==> config.mk <==
export PLATFORM = sky130hd
export DESIGN_NAME = booth_mult_scheduler
export DESIGN_NICKNAME = d
export VERILOG_FILES = /design/src/rtl/booth_sched_pkg.sv /design/src/rtl/booth_mult_scheduler_rr_arbiter.sv /design/src/rtl/booth_mult_scheduler.sv
export SDC_FILE = /design/constraint.sdc
export NUM_CORES = 1
export LEC_CHECK = 0
export CORE_ASPECT_RATIO = 1.5
export CORE_MARGIN = 1
export CORE_UTILIZATION = 35
export DETAILED_ROUTE_END_ITERATION = 8
export PLACE_DENSITY = 0.71
export SYNTH_ARGS = -nofsm -noshare
export SYNTH_HDL_FRONTEND = slang
export SYNTH_HIERARCHICAL = 1
export SYNTH_SLANG_ARGS = --single-unit
==> constraint.sdc <==
create_clock -name clk -period 2.55 [get_ports clk]
set_input_delay 0.3825 -clock clk [delete_from_list [all_inputs] [get_ports clk]]
set_output_delay 0.3825 -clock clk [all_outputs]
set_load 0.05 [all_outputs]
==> src/rtl/booth_sched_pkg.sv <==
// rtl/booth_sched_pkg.sv - shared types and defaults for the Booth multiplier scheduler
package booth_sched_pkg;

  typedef enum logic [2:0] {
    IDLE,
    ISSUE,
    SETTLE,
    WAIT,
    RESP
  } state_e;

  localparam int W_DEF       = 8;
  localparam int NREQ_DEF    = 4;
  localparam int TIMEOUT_DEF = 64;

  function automatic int id_width(input int n);
    return (n <= 2) ? 1 : $clog2(n);
  endfunction

endpackage

==> src/rtl/booth_mult_scheduler_rr_arbiter.sv <==
// rtl/booth_mult_scheduler_rr_arbiter.sv - combinational round-robin arbiter, search starts after last grant
module rr_arbiter #(
  parameter int NREQ = 4,
  parameter int IW   = 2
) (
  input  logic [NREQ-1:0] req_valid,
  input  logic [IW-1:0]   last,
  output logic [NREQ-1:0] grant,
  output logic [IW-1:0]   grant_idx
);

  logic          found;
  logic [IW-1:0] idx;

  always_comb begin
    grant     = '0;
    grant_idx = '0;
    found     = 1'b0;
    idx       = '0;
    // Visit last+1 .. last+NREQ so the most recent winner is checked last
    for (int k = 1; k <= NREQ; k++) begin
      idx = IW'((int'(last) + k) % NREQ);
      if (!found && req_valid[idx]) begin
        found      = 1'b1;
        grant[idx] = 1'b1;
        grant_idx  = idx;
      end
    end
  end

endmodule

==> src/rtl/booth_mult_scheduler.sv <==
// rtl/booth_mult_scheduler.sv - arbitrates requesters onto one sequential Booth multiplier and returns tagged products
module booth_mult_scheduler
  import booth_sched_pkg::*;
#(
  parameter int W       = W_DEF,
  parameter int NREQ    = NREQ_DEF,
  parameter int TIMEOUT = TIMEOUT_DEF
) (
  input  logic                        clk,
  input  logic                        rst,
  input  logic [NREQ-1:0]             req_valid,
  input  logic [NREQ*W-1:0]           req_a,
  input  logic [NREQ*W-1:0]           req_b,
  output logic [NREQ-1:0]             req_ready,
  output logic                        mul_start,
  output logic [W-1:0]                mul_a,
  output logic [W-1:0]                mul_b,
  input  logic                        mul_done,
  input  logic [2*W-1:0]              mul_product,
  output logic                        resp_valid,
  input  logic                        resp_ready,
  output logic [id_width(NREQ)-1:0]   resp_id,
  output logic [2*W-1:0]              resp_product,
  output logic                        resp_err
);

  localparam int IW = id_width(NREQ);
  localparam int CW = $clog2(TIMEOUT) + 1;

  state_e         state_q, state_d;
  logic [IW-1:0]  last_q, last_d;
  logic [IW-1:0]  id_q, id_d;
  logic [W-1:0]   a_q, a_d;
  logic [W-1:0]   b_q, b_d;
  logic [CW-1:0]  cnt_q, cnt_d;
  logic [2*W-1:0] prod_q, prod_d;
  logic           err_q, err_d;

  logic [NREQ-1:0] grant;
  logic [IW-1:0]   grant_idx;
  logic [W-1:0]    a_arr [NREQ];
  logic [W-1:0]    b_arr [NREQ];

  for (genvar i = 0; i < NREQ; i++) begin : g_unpack
    assign a_arr[i] = req_a[i*W +: W];
    assign b_arr[i] = req_b[i*W +: W];
  end

  rr_arbiter #(
    .NREQ (NREQ),
    .IW   (IW)
  ) u_arb (
    .req_valid (req_valid),
    .last      (last_q),
    .grant     (grant),
    .grant_idx (grant_idx)
  );

  always_comb begin
    state_d = state_q;
    last_d  = last_q;
    id_d    = id_q;
    a_d     = a_q;
    b_d     = b_q;
    cnt_d   = cnt_q;
    prod_d  = prod_q;
    err_d   = err_q;
    unique case (state_q)
      IDLE: begin
        if (|req_valid) begin
          state_d = ISSUE;
          last_d  = grant_idx;
          id_d    = grant_idx;
          a_d     = a_arr[grant_idx];
          b_d     = b_arr[grant_idx];
        end
      end
      ISSUE: begin
        cnt_d   = '0;
        state_d = SETTLE;
      end
      // A done left over from the previous operation may still be high here
      SETTLE: state_d = WAIT;
      WAIT: begin
        if (cnt_q != CW'(TIMEOUT)) cnt_d = cnt_q + CW'(1);
        if (mul_done) begin
          state_d = RESP;
          prod_d  = mul_product;
          err_d   = 1'b0;
        end else if (cnt_q >= CW'(TIMEOUT - 1)) begin
          state_d = RESP;
          prod_d  = '0;
          err_d   = 1'b1;
        end
      end
      RESP: begin
        if (resp_ready) state_d = IDLE;
      end
      default: state_d = IDLE;
    endcase
  end

  always_ff @(posedge clk) begin
    if (rst) begin
      state_q <= IDLE;
      last_q  <= IW'(NREQ - 1);
      id_q    <= '0;
      a_q     <= '0;
      b_q     <= '0;
      cnt_q   <= '0;
      prod_q  <= '0;
      err_q   <= 1'b0;
    end else begin
      state_q <= state_d;
      last_q  <= last_d;
      id_q    <= id_d;
      a_q     <= a_d;
      b_q     <= b_d;
      cnt_q   <= cnt_d;
      prod_q  <= prod_d;
      err_q   <= err_d;
    end
  end

  assign req_ready    = (state_q == IDLE) ? grant : '0;
  assign mul_start    = (state_q == ISSUE);
  assign mul_a        = a_q;
  assign mul_b        = b_q;
  assign resp_valid   = (state_q == RESP);
  assign resp_id      = id_q;
  assign resp_product = prod_q;
  assign resp_err     = err_q;

endmodule

Yosys cells after proc, flatten, opt, wreduce, memory -nomap -nowiden
Index checks and enable logic that the tools add are counted.
Widths: inputs -> output; s select.
{"block": "op_classes", "n_addsub": 5, "mul": 0, "n_div": 0, "order_cmp": 10, "eq_ne": 9, "n_shift": 0, "mux": 45, "n_bitwise": 4, "n_reduce_logical": 18}
{"cell": "$bmux 8 s2", "count": 2}
{"cell": "$mux 16", "count": 2}
{"cell": "$mux 8", "count": 4}
{"cell": "$mux 4", "count": 5}
{"cell": "$pmux 3 s5", "count": 1}
{"cell": "$pmux 7 s2", "count": 1}
{"cell": "$mux 1", "count": 13}
{"cell": "$lt 2x3->1 const B", "count": 4}
{"cell": "$mux 3", "count": 4}
{"cell": "$or 4x4->4", "count": 3}
{"cell": "$bmux 1 s2", "count": 4}
{"cell": "$demux 1 s2", "count": 4}
{"cell": "$ge 2x1->1 const B", "count": 4}
{"cell": "$mux 2", "count": 4}
{"cell": "$add 7x1->7 const B", "count": 1}
{"cell": "$ge 7x6->1 const B", "count": 1}
{"cell": "$logic_and 1x1->1", "count": 7}
{"cell": "$mux 7", "count": 1}
{"cell": "$ne 7x7->1 const B", "count": 1}
{"cell": "$eq 3x2->1 const B", "count": 2}
{"cell": "$reduce_and 2->1", "count": 3}
{"cell": "$add 2x1->2 const B", "count": 2}
{"cell": "$add 2x2->2 const B", "count": 2}
{"cell": "$ne 2x2->1 const B", "count": 2}
{"cell": "11 further kinds", "count": 14}
{"block": "totals", "ff_bits": 47, "latchBits": 0, "mem_bits_rw": 0, "romBits": 0, "input_bits": 88, "wordCells": 99, "n_memories": 0}

Longest topological paths before layout
Gate-level depths: netlist (run 1).
{"block": "logic_depth", "depth_word": 17, "depth_mapped": 13, "ltp_nobuf": 9}

Cells and area by module
The synthesis (run 1) kept the hierarchy.
{"mod": "booth_mult_scheduler", "instances": 1, "cells_each": 263, "area_each_um2": 2502.4, "seq_area_each_um2": 940.9}
{"mod": "rr_arbiter", "instances": 1, "cells_each": 68, "area_each_um2": 545.5, "seq_area_each_um2": 0.0}

Worst setup path before layout (run 1)
Ideal clock, no wire load.
{"block": "synth_path", "kind": "reg-to-reg", "startpoint": "register last_q[0]", "endpoint": "register a_q[6], in the netlist mul_a[6]", "arrival_ns": 2.689, "required_time_ns": 2.418, "setup_slack_ns": -0.271, "stages_incl_launch_ff": 14, "synth_period_minus_slack_ns": 2.821, "path_cell_list": "dfxtp_1 > buf_4 > inv_1 > ha_1 > buf_4 > nor2b_1 > a22oi_1 > o211ai_1 > a21oi_1 > buf_4 > buf_6 > mux4_2 > nand3_1 > a21oi_1"}
{"block": "synth_between", "elab_chain_len": 17, "word_cells_on_any_way": 29, "classes_between": "add/sub: 4; mux: 18; bitwise: 1; reduce/logical: 6"}
{"item": "from (decl)", "line_no": "booth_mult_scheduler.sv:31", "rtl": "logic [IW-1:0] last_q, last_d;"}
{"item": "from (signal assigned)", "line_no": "booth_mult_scheduler.sv:106", "rtl": "last_q <= IW'(NREQ - 1);"}
{"item": "from (signal assigned)", "line_no": "booth_mult_scheduler.sv:115", "rtl": "last_q <= last_d;"}
{"item": "$add 2x1->2", "line_no": "booth_mult_scheduler_rr_arbiter.sv:22", "rtl": "idx = IW'((int'(last) + k) % NREQ);"}
{"item": "$bmux 1 s2", "line_no": "booth_mult_scheduler_rr_arbiter.sv:23", "rtl": "if (!found && req_valid[idx]) begin"}
{"item": "$mux 1 (implied by the code)", "line_no": "booth_mult_scheduler_rr_arbiter.sv:23"}
{"item": "$mux 1", "line_no": "booth_mult_scheduler_rr_arbiter.sv:23"}
{"item": "$logic_not 1->1", "line_no": "booth_mult_scheduler_rr_arbiter.sv:23"}
{"item": "$logic_and 1x1->1", "line_no": "booth_mult_scheduler_rr_arbiter.sv:23"}
{"item": "$mux 1", "line_no": "booth_mult_scheduler_rr_arbiter.sv:23"}
{"item": "$logic_not 1->1", "line_no": "booth_mult_scheduler_rr_arbiter.sv:23"}
{"item": "$logic_and 1x1->1", "line_no": "booth_mult_scheduler_rr_arbiter.sv:23"}
{"item": "$mux 1", "line_no": "booth_mult_scheduler_rr_arbiter.sv:23"}
{"item": "$logic_not 1->1", "line_no": "booth_mult_scheduler_rr_arbiter.sv:23"}
{"item": "$logic_and 1x1->1", "line_no": "booth_mult_scheduler_rr_arbiter.sv:23"}
{"item": "$mux 2 (*)", "line_no": "booth_mult_scheduler_rr_arbiter.sv:23"}
{"item": "named net grant_idx[0]", "line_no": "booth_mult_scheduler.sv:40", "rtl": "logic [IW-1:0] grant_idx;"}
{"item": "$not 2->3 (implied by the code) (*)", "line_no": "booth_mult_scheduler.sv:74", "rtl": "a_d = a_arr[grant_idx];"}
{"item": "$bmux 8 s2 (*)", "line_no": "booth_mult_scheduler.sv:74"}
{"item": "$mux 8 (implied by the code) (*) (2 in a row)", "line_no": "booth_mult_scheduler.sv:74"}
{"item": "to (signal assigned)", "line_no": "booth_mult_scheduler.sv:108", "rtl": "a_q <= '0;"}
{"item": "to (signal assigned)", "line_no": "booth_mult_scheduler.sv:117", "rtl": "a_q <= a_d;"}
{"item": "to (decl)", "line_no": "booth_mult_scheduler.sv:33", "rtl": "logic [W-1:0] a_q, a_d;"}
The timed path passes the listed nets; every way through them passes the cells marked *. The select of a mux whose other input is x is not followed.
A chain may end at the register's enable or synchronous reset.

Worst setup path in the final report (run 1)
{"block": "layout_path", "startpoint": "register last_q[0]", "endpoint": "output port req_ready[2]"}
{"block": "layout_between", "elab_chain_len": 14, "word_cells_on_any_way": 49, "classes_between": "add/sub: 4; order compare: 8; mux: 24; bitwise: 3; reduce/logical: 10"}
{"item": "parallel branches: the longest is 12 deep, another holds $lt 2x3->1"}
{"item": "$mux 4 (*)", "line_no": "booth_mult_scheduler_rr_arbiter.sv:23"}
{"item": "named net grant[2]", "line_no": "booth_mult_scheduler.sv:39", "rtl": "logic [NREQ-1:0] grant;"}
{"item": "$mux 4 (*)", "line_no": "booth_mult_scheduler.sv:125", "rtl": "assign req_ready = (state_q == IDLE) ? grant : '0;"}
{"item": "to (decl)", "line_no": "booth_mult_scheduler.sv:14", "rtl": "output logic [NREQ-1:0] req_ready,"}
Mark *: on every way through the listed nets, which the timed path passes. The select of a mux whose other input is x is not followed.

==> results of run 1 <==
==> registers in the layout, summed over array words and instances (netlist names) <==
name          flops
resp_product     16
resp_err          1
last_q            2
mul_b             8
state_q           3
mul_a             8
cnt_q             7
resp_id           2
==> layer usage <==
| metal | wire (um) | GRT usage [%] | part of all wire [%] |
|---|---|---|---|
| met1 | 3590 | 22.34 | 39 |
| met2 | 5060 | 39.47 | 54 |
| met3 | 471 | 3.203 | 5.1 |
| met4 | 194 | 7.037 | 2.1 |
| met5 | 0 | 0 | 0 |
==> what timing repair did <==
item / 4_1_cts / 5_1_grt
buffers inserted: 6 / 0
resized for setup: 14 / 7
pin swaps: 2 / 5
endpoints found under the setup margin: 4 / 14
==> stage by stage <==
| step | setup slack [ps] | utilization, % |
|---|---|---|
| finish | 33.51 | 56.72 |
| global route | -36.22 | 56.72 |
| CTS | 13.39 | 56.48 |
| detailed placement | -178.4 | 53.52 |
| global placement | -145.6 | 53.52 |
| floorplan | 12.44 | - |
==> worst max-delay path, cell delays in order, from the launching register on <==
cell,delay [ps]
dfxtp_4,370
buf_12,120
mux4_2,580
a211oi_4,300
a221o_2,210
and2_4,150
buf_12,130
==> area by class of cell <==
class	count	area share (%)
sequential	47	19.82
tap	107	2.805
timing repair buffer	161	33.19
inverter	8	0.6293
clock buffer	7	3.199
clock inverter	1	0.1573
multi-input combinational	244	40.19
==> cell usage in the layout, fill, tap and decap left out, types with 6 or more instances in the layout <==
master,instances
a21oi_1,40
a311oi_1,10
a311oi_2,6
buf_4,30
clkdlybuf4s50_1,120
dfxtp_1,45
ha_1,9
inv_1,7
mux4_2,18
nand2_1,30
nand3_1,21
nor2_1,8
nor2b_1,6
o21ai_0,19
o21ai_1,13
==> cell families after synthesis <==
kind of cell | synth area share, %
AOI/OAI and AO/OA | 25.33
adders and majority gates | 4.105
buffers and inverters | 8.293
DFF | 30.87
muxes | 14.00
and+or+nand+nor | 17.41
==> cell usage after synthesis (2+ instances only) <==
library cell / instances
a21oi_1: 41
a221o_2: 4
a22oi_1: 3
a311oi_1: 10
a311oi_2: 6
a31oi_1: 3
a32o_1: 2
and2_1: 4
and3b_1: 2
buf_2: 7
buf_4: 5
buf_6: 10
clkbuf_1: 10
dfxtp_1: 47
ha_1: 10
inv_1: 8
mux4_2: 18
nand2_1: 30
nand2b_1: 2
nand3_1: 21
nand3b_1: 2
nand4_1: 3
nor2_1: 9
nor2b_1: 6
nor3_1: 3
nor3b_1: 2
nor4_1: 2
nor4b_1: 2
o2111ai_1: 2
o211ai_1: 2
o21ai_0: 21
o21ai_1: 11
or3_1: 5
==> how the worst max path moves through the flow <==
| stage | start | endpoint | slack (ps) | depth (start not counted) |
|---|---|---|---|---|
| 3_5_place_dp | req_valid[1] | mul_b[3] | -180 | 9 |
| 5_1_grt | last_q[0] | req_ready[2] | -40 | 6 |
| 6_report | last_q[0] | req_ready[2] | 30 | 6 |
| 2_1_floorplan | last_q[0] | mul_a[6] | 10 | 13 |
| 4_1_cts | last_q[1] | req_ready[2] | 10 | 8 |
| 3_3_place_gp | req_valid[1] | mul_b[7] | -150 | 9 |
==> power groups by stage <==
stage / Combinational (mW) / Clock [mW] / Sequential, mW
5_1_grt: 1.73 / 0.730 / 0.871
6_report: 1.64 / 0.685 / 0.864
4_1_cts: 1.61 / 0.700 / 0.863
2_1_floorplan: 0.773 / 0 / 1.10
3_5_place_dp: 1.52 / 0 / 0.877
3_3_place_gp: 1.50 / 0 / 0.874
==> results.md, run 1 <==
* Status: finished, final reports clean
* Die H at 116.3 um
* Post-Syn Area at 3048 sq um
* GRT overflow at 0
* Sequential fraction of the synthesis area at 30.87%
* Post-synth top area share at 30.87%
* Primary FF master, synth: dfxtp_1
* Final setup TNS at 0 ps
* Fin nets at 565
* Reg2reg end: mul_b[3]
* Critical path class: flop to primary output
* PD cells at 667.6 nW/um^2
* Total Power at 3.186 mW
* Worst setup EP type: primary output
* Post-route DRC at 0
* NetSw at 1.163 mW
* # clock sinks at 47
* Multi-input gate area at 1918 sq um
* Count of cell types in the netlist at 51
* Post-synth EDFFs at 0
* Area leader, netlist: dfxtp_1
* Std-Cell Core Area at 8413 sq um
* H-tree level count at 2
* Starting Density at 36.23%
* CP Data Arrival Time at 2130 ps
* Synth Register Bits at 47
* Worst hold path type: flop to flop
* ANT cells at 0
* Unrepaired setup endpoints after global routing: yes
* Syn Nets at 429
* Cell Count, Final, Fillers Out at 575
* Root Buffer: clkbuf_16
* Final Instance Area at 4772 sq um
* Layout cells sized above 1 at 19.66%
* Avg WL per Cell at 16.20 um
* CP Data Required Time at 2170 ps
* CTS tree: done
* Number of placed cells counting well taps at 561
* Routed Antenna Nets at 0
* MaxCap Viol Count at 0
* Flop pwr share at 27.1%
* Die Wd at 78.20 um
* Area growth from synthesis to layout at 56.57%
* Setup Skew at 3.756 ps
* GR Util All Layers at 20.42%
* Fin. Hold Viols at 0
* Max transition margin at 38.39%
* Setup-failing EPs final at 0
* Drt first pass iters at 4
* Hold-fix buffer count after cts at 0
* PortBufs at 128
* Vias per cell at 5.471
* Fin crit period at 2516 ps
* Detailed Route WL at 9.317 mm
* Fillers at 768
* Vias at 3146
* Syn Area/Cell at 9.208 sq um
* LEAKAGE at 1.661 nW
* Detailed Place HPWL at 7.026 mm
* CP max FO at 8
* Final worst-path cycle share at 98.69%
* Combinational Power Share at 51.4%
* Worst-path clk slew at 60 ps
* Clock tree buffer depth at 2
* Hold Path End: mul_a[4]
* Internal power at 2.022 mW
* Vias in the first global route at 3062
* Startpoint types: flop
* Global placement routability congestion at 0.8866
* Num CTS Buffers at 5
* Max IR drop VDD at 0.4857 mV
* DP Area at 4503 sq um
* R2R Setup Slk at 80 ps
* Hold wc startpoint: mul_a[4]
* I/O pin cnt at 129
* Seq. cell area at 945.9 sq um
* Largest net degree at the start of global routing at 34
* Num rows at 41
* Fmax at 397.4 MHz
* R2R cell count at 10
* Switching share of total power at 36.52%
* Post-synthesis async set-or-reset flop share at 0%
* Pins Over Slew Limit at 0
* Top post-synthesis cells by area: dfxtp_1 (31%), mux4_2 (13%), a21oi_1 (6.7%)
* FF-to-FF Start: last_q[0]
* Hold-critical path depth at 2
* Clk Latency, worst-skew pair at 280 ps
* Initial antenna violation count at 0
* First-pass GRT wire length at 14.72 mm
* Ys Warns at 6
* Synth Instances at 331
* Worst-Margin Slew at 924.1 ps
* Hold WS at 476.7 ps
* Total die area at 9093 sq um
* Clk pwr share at 21.5%
* Starting DRT DRC Count at 154
(Power assumes the default switching activity.)
==> run 2, diff against run 1 <==
--- a/config.mk
+++ b/config.mk
@@ -5,7 +5,7 @@
 export SDC_FILE = /design/constraint.sdc
 export NUM_CORES = 1
 export LEC_CHECK = 0
-export CORE_ASPECT_RATIO = 1.5
+export CORE_ASPECT_RATIO = 0.75
 export CORE_MARGIN = 1
 export CORE_UTILIZATION = 35
 export DETAILED_ROUTE_END_ITERATION = 8
==> run 2 against run 1 <==
Global-route usage is 0.19 points higher. First-iteration DRC count is 51% higher. Worst hold slack better by 0.78 ps. Highest routed layer unchanged. Cell count is 0.87% higher. Total power is 1.6% lower. Routed wire length is 0.46% lower.
==> results.md, run 2 (synthesized netlist as in run 1, its figures left out) <==
* Fmax at 393.0 MHz (was 397.4 MHz)
* Avg WL per Cell at 15.99 um (was 16.20 um)
* Setup-failing EPs final at 0 (unchanged)
* Root Buffer: clkbuf_16 (unchanged)
* Clock tree buffer depth at 2 (unchanged)
* Clk Latency, worst-skew pair at 280 ps (about the same)
* DP Area at 4554 sq um (was 4503 sq um)
* Largest register FFs at 16 (unchanged)
* Place WS at -228.5 ps (was -178.4 ps)
* Top sig layer: met4 (unchanged)
* Pins Over Slew Limit at 0 (unchanged)
* Num rows at 29 (was 41)
* MaxCap Viol Count at 0 (unchanged)
* Routed Antenna Nets at 0 (unchanged)
* Status: finished, final reports clean (unchanged)
* Final Instance Area at 4792 sq um (was 4772 sq um)
* Global placement routability congestion at 0.9090 (was 0.8866)
* Drt first pass iters at 4 (unchanged)
* Fin crit period at 2545 ps (was 2516 ps)
* Worst setup margin at 5.401 ps (was 33.51 ps)
* Setup Skew at 1.921 ps (was 3.756 ps)
* PD cells at 653.9 nW/um^2 (was 667.6 nW/um^2)
* Final setup TNS at 0 ps (unchanged)
* Met3 routed WL at 590 um (was 471 um)
* CP Data Arrival Time at 2160 ps (was 2130 ps)
* Reg2reg end: mul_b[4] (was mul_b[3])
* Worst hold path type: flop to flop (unchanged)
* LEAKAGE at 1.680 nW (was 1.661 nW)
* Die H at 82.82 um (was 116.3 um)
* Fin nets at 569 (was 565)
* H-tree level count at 2 (unchanged)
* Num CTS Buffers at 5 (unchanged)
* GR Util All Layers at 20.61% (was 20.42%)
* Layout cells sized above 1 at 20.76% (was 19.66%)
* Hold wc startpoint: mul_b[4] (was mul_a[4])
* Wl on met1 at 4.190 mm (was 3.590 mm)
* Detailed Place HPWL at 6.930 mm (was 7.026 mm)
* Hold Path End: mul_b[4] (was mul_a[4])
* Final worst-path cycle share at 99.79% (was 98.69%)
* Most common cell after layout, fill and taps aside: clkdlybuf4s50_1 (unchanged)
* PortBufs at 128 (unchanged)
* CP max FO at 5 (was 8)
* Vias in the first global route at 3170 (was 3062)
* Starting Density at 36.05% (was 36.23%)
* Critical path class: flop to primary output (unchanged)
* R2R Setup Slk at 140 ps (was 80 ps)
* Met2 routed WL at 4.340 mm (was 5.060 mm)
* Post-route DRC at 0 (unchanged)
* R2R cell count at 10 (unchanged)
* CP Data Required Time at 2170 ps (about the same)
* Worst-Margin Slew at 652.3 ps (was 924.1 ps)
* Fillers at 761 (was 768)
* Vias at 3239 (was 3146)
* Total Power at 3.134 mW (was 3.186 mW)
* Initial antenna violation count at 0 (unchanged)
* I/O pin cnt at 129 (unchanged)
* Area growth from synthesis to layout at 57.23% (was 56.57%)
* Startpoint types: flop (unchanged)
* Vias per cell at 5.584 (was 5.471)
* Worst-path clk slew at 60 ps (about the same)
* Die Wd at 109.8 um (was 78.20 um)
* CTS tree: done (unchanged)
* Largest net degree at the start of global routing at 34 (unchanged)
* # clock sinks at 47 (unchanged)
* Starting DRT DRC Count at 232 (was 154)
* Max IR drop VDD at 0.3318 mV (was 0.4857 mV)
* Highest-count cells in the layout ignoring fill and taps: clkdlybuf4s50_1 (119), dfxtp_1 (45), a21oi_1 (40), buf_4 (33), nand2_1 (29) (was clkdlybuf4s50_1 (120), dfxtp_1 (45), a21oi_1 (40), nand2_1 (30), buf_4 (30))
* GRT overflow at 0 (unchanged)
* Total die area at 9089 sq um (was 9093 sq um)
* Std-Cell Core Area at 8454 sq um (was 8413 sq um)
* FF-to-FF Start: last_q[0] (unchanged)
* Hold-critical path depth at 2 (unchanged)
* Unrepaired setup endpoints after global routing: yes (unchanged)
* ANT cells at 0 (unchanged)
* Worst setup EP type: primary output (unchanged)
* Fin. Hold Viols at 0 (unchanged)
* Detailed Route WL at 9.274 mm (was 9.317 mm)
* First-pass GRT wire length at 14.94 mm (was 14.72 mm)
* Max transition margin at 56.51% (was 38.39%)
[run 2: timing repair]
action,CTS,global route
hold buffers,0,0
resized for setup,16,2
pin swaps,5,4
setup endpoints to repair,4,5
setup buffers,3,3
endpoints found under the hold margin,0,0
[run 2: report_power, final]
part | internal, mW | leakage [nW] | switching, mW
Clock | 0.362 | 0.0701 | 0.282
Sequential | 0.812 | 0.383 | 0.0468
Combinational | 0.800 | 1.23 | 0.831
[run 2: area by class of cell]
| class | instances | area, sq um | area share (%) |
|---|---|---|---|
| Inverter | 8 | 30.03 | 0.6266 |
| Clock buffer | 5 | 125.1 | 2.611 |
| Clock inverter | 3 | 18.77 | 0.3916 |
| Sequential cell | 47 | 945.9 | 19.74 |
| Tap cell | 108 | 135.1 | 2.820 |
| Timing Repair Buffer | 165 | 1625 | 33.92 |
| Multi-Input combinational cell | 244 | 1912 | 39.90 |
[run 2: per-layer routing]
metal | track usage [%] | vias to the layer above
li1 | - | 1547
met1 | 26.90 | 1560
met2 | 34.02 | 118
met3 | 4.082 | 14
met4 | 6.424 | 0
met5 | 0 | -
[run 2: worst max path at each step]
| stage | startpoint | to | slack (ps) | cells after the start |
|---|---|---|---|---|
| global route | last_q[0] | req_ready[3] | -60 | 8 |
| CTS | last_q[0] | req_ready[3] | -20 | 8 |
| floorplan | last_q[0] | mul_a[6] | 10 | 13 |
| finish | last_q[0] | req_ready[3] | 5 | 7 |
| detailed placement | req_valid[0] | req_ready[2] | -230 | 8 |
| global placement | req_valid[1] | req_ready[1] | -180 | 6 |
[run 2: metrics by stage]
| step | utilization, % | hold slack (ps) | instances |
|---|---|---|---|
| finish | 56.68 | 477.5 | 580 |
| global route | 56.68 | 509.1 | 580 |
| CTS | 56.30 | 477.7 | 577 |
| detailed placement | 53.87 | 468.5 | 566 |
| global placement | 53.87 | 461.8 | 566 |
| floorplan | - | 471.6 | 331 |
[run 2: critical path: stages, from the launching register on]
cell     delay [ps]
dfxtp_4         360
buf_8           120
mux4_2          580
nand2_1         120
o21ai_0         100
a221o_2         320
and2_4          150
buf_12          140
==> run 3, diff against run 2 <==
--- a/config.mk
+++ b/config.mk
@@ -10,6 +10,7 @@
 export CORE_UTILIZATION = 35
 export DETAILED_ROUTE_END_ITERATION = 8
 export PLACE_DENSITY = 0.71
+export REMOVE_ABC_BUFFERS = 1
 export SYNTH_ARGS = -nofsm -noshare
 export SYNTH_HDL_FRONTEND = slang
 export SYNTH_HIERARCHICAL = 1
==> run 3 against run 2 <==
The run now ends with setup timing left. Combinational power increased by 5%. Worst hold slack better by 7.0 ps. Clock-buffer cell count up 1. Critical path type is now flop to flop. Largest cell class unchanged. Largest power group unchanged.
==> results.md, run 3 (synthesized netlist as in run 1, its figures left out) <==
* Pins Over Slew Limit at 0 (unchanged)
* CTS tree: done (unchanged)
* Seq. cell area at 943.4 sq um (was 945.9 sq um)
* Layout cells sized above 1 at 24.26% (was 20.76%)
* R2R Setup Slk at -5 ps (was 140 ps)
* GR Util All Layers at 20.79% (was 20.61%)
* Setup-failing EPs final at 1 (was 0)
* Fin. Hold Viols at 0 (unchanged)
* FF-to-FF Start: last_q[0] (unchanged)
* Total die area at 9089 sq um (unchanged)
* Worst hold path type: flop to flop (unchanged)
* Failing checks: setup timing
* Cell Count, Final, Fillers Out at 582 (was 580)
* I/O pin cnt at 129 (unchanged)
* Hold-fix buffer count after cts at 0 (unchanged)
* First-pass GRT wire length at 14.96 mm (was 14.94 mm)
* Starting DRT DRC Count at 115 (was 232)
* Worst-Margin Slew at 646.0 ps (was 652.3 ps)
* LEAKAGE at 1.735 nW (was 1.680 nW)
* Detailed Route WL at 9.497 mm (was 9.274 mm)
* Setup Skew at 6.522 ps (was 1.921 ps)
* Total Power at 3.357 mW (was 3.134 mW)
* Most common cell after layout, fill and taps aside: clkdlybuf4s50_1 (unchanged)
* Family with the most delay on the worst path: compound AO/OA/AOI/OAI gates (was multiplexers)
* Reg2reg end: mul_b[5] (was mul_b[4])
* Worst setup EP type: flop (was primary output)
* Fmax at 391.3 MHz (was 393.0 MHz)
* DP Area at 4477 sq um (was 4554 sq um)
* Clock tree buffer depth at 2 (unchanged)
* Status: finished, violations left (was finished, final reports clean)
* Post-route DRC at 0 (unchanged)
* Hold Path End: mul_a[4] (was mul_b[4])
* # clock sinks at 47 (unchanged)
* Multi-input gate area at 1989 sq um (was 1912 sq um)
* Drt first pass iters at 4 (unchanged)
* CP max FO at 8 (was 5)
* PortBufs at 128 (unchanged)
* Vias per cell at 5.464 (was 5.584)
* H-tree level count at 2 (unchanged)
* Place WS at -286.8 ps (was -228.5 ps)
* Global placement routability congestion at 0.8129 (was 0.9090)
* Area growth from synthesis to layout at 61.49% (was 57.23%)
* Root Buffer: clkbuf_16 (unchanged)
* Final setup TNS at -5.290 ps (was 0 ps)
* Final Instance Area at 4922 sq um (was 4792 sq um)
* PD cells at 682.1 nW/um^2 (was 653.9 nW/um^2)
* Die H at 82.82 um (unchanged)
* Vias at 3180 (was 3239)
* Fillers at 739 (was 761)
* Max IR drop VDD at 0.4899 mV (was 0.3318 mV)
* Initial antenna violation count at 0 (unchanged)
* Num CTS Buffers at 5 (unchanged)
* CP Data Required Time at 2720 ps (was 2170 ps)
* Detailed Place HPWL at 6.717 mm (was 6.930 mm)
* Num rows at 29 (unchanged)
* Critical path's slowest cell: mux4_2 (unchanged)
* MaxCap Viol Count at 0 (unchanged)
* Clk Latency, worst-skew pair at 290 ps (was 280 ps)
* Std-Cell Core Area at 8454 sq um (unchanged)
* Vias in the first global route at 3093 (was 3170)
* Unrepaired setup endpoints after global routing: yes (unchanged)
* Die Wd at 109.8 um (unchanged)
* Worst-path clk slew at 70 ps (was 60 ps)
* ANT cells at 0 (unchanged)
* Hold wc startpoint: mul_a[4] (was mul_b[4])
* CP Buf/Inv Count at 4 (was 2)
* Highest-count cells in the layout ignoring fill and taps: clkdlybuf4s50_1 (119), dfxtp_1 (45), a21oi_1 (35), buf_4 (31), nand2_1 (29) (was clkdlybuf4s50_1 (119), dfxtp_1 (45), a21oi_1 (40), buf_4 (33), nand2_1 (29))
* Startpoint types: flop (unchanged)
* Largest net degree at the start of global routing at 34 (unchanged)
* Starting Density at 36.05% (unchanged)
* CP cell instances: inv_2 -> ha_4 -> buf_6 -> buf_4 -> a22oi_2 -> o211ai_1 -> a21oi_4 -> clkbuf_16 -> mux4_2 -> nand3_2 -> a21oi_2 (was buf_8 -> mux4_2 -> nand2_1 -> o21ai_0 -> a221o_2 -> and2_4 -> buf_12)
* R2R cell count at 11 (was 10)
* Final worst-path cycle share at 100.2% (was 99.79%)
* Critical path class: flop to flop (was flop to primary output)
* Crit-path max cell delay at 520 ps (was 580 ps)
* Worst setup margin at -5.290 ps (was 5.401 ps)
* Fin crit period at 2555 ps (was 2545 ps)
* Number of placed cells counting well taps at 563 (was 566)
* Hold-critical path depth at 2 (unchanged)
* Largest register FFs at 16 (unchanged)
* GRT overflow at 0 (unchanged)
* Routed Antenna Nets at 0 (unchanged)
* CP Data Arrival Time at 2720 ps (was 2160 ps)
* Fin nets at 571 (was 569)
* Avg WL per Cell at 16.32 um (was 15.99 um)
* Max transition margin at 56.93% (was 56.51%)
## run 3: metal layers
metal | GRT usage [%] | wire length, um | vias up
met4 | 5.576 | 107 | 0
met2 | 35.45 | 4815 | 91
met5 | 0 | 0 | -
met3 | 5.102 | 603 | 8
li1 | - | - | 1551
met1 | 25.92 | 3970 | 1530
## run 3: area by class of cell
type | count | share of cell area [%]
Clock buffer | 6 | 2.822
Clock inverter | 2 | 0.7880
Inverter | 8 | 0.6101
Multi-Input combinational cell | 244 | 40.42
Sequential cell | 47 | 19.17
Tap cell | 108 | 2.745
Timing Repair Buffer | 167 | 33.45
## run 3: where the power goes
part	switching [mW]	internal, mW
Combinational	0.876	0.835
Sequential	0.0471	0.811
Clock	0.294	0.493
## run 3: tightest hold or removal path, stage by stage (launching register included)
cell     delay (ps)
dfxtp_1         310
o21ai_0          60
a21oi_1          60
## run 3: per-stage QoR
step	hold slack, ps	util, %
6_report	484.5	58.22
5_1_grt	511.7	58.22
4_1_cts	483.7	55.84
3_5_place_dp	474.0	52.95
3_3_place_gp	461.1	52.95
2_1_floorplan	450.4	-
## run 3: how the worst max path moves through the flow
| stage | to | cells after the start | start | slack [ps] |
|---|---|---|---|---|
| after CTS | req_ready[2] | 8 | last_q[0] | 20 |
| after detailed placement | req_ready[2] | 7 | req_valid[2] | -290 |
| final | mul_b[5] | 11 | last_q[0] | -5 |
| after floorplan | mul_a[4] | 9 | last_q[0] | -1440 |
| after global routing | mul_b[1] | 12 | last_q[0] | -50 |
| after global placement | req_ready[0] | 7 | req_valid[2] | -200 |
## run 3: repair_timing
action                     in CTS  in global routing
setup buffers                   7                  3
pin swaps                       1                 15
cloned                          0                  2
setup endpoints to repair       4                 20
gates resized for setup         9                 36
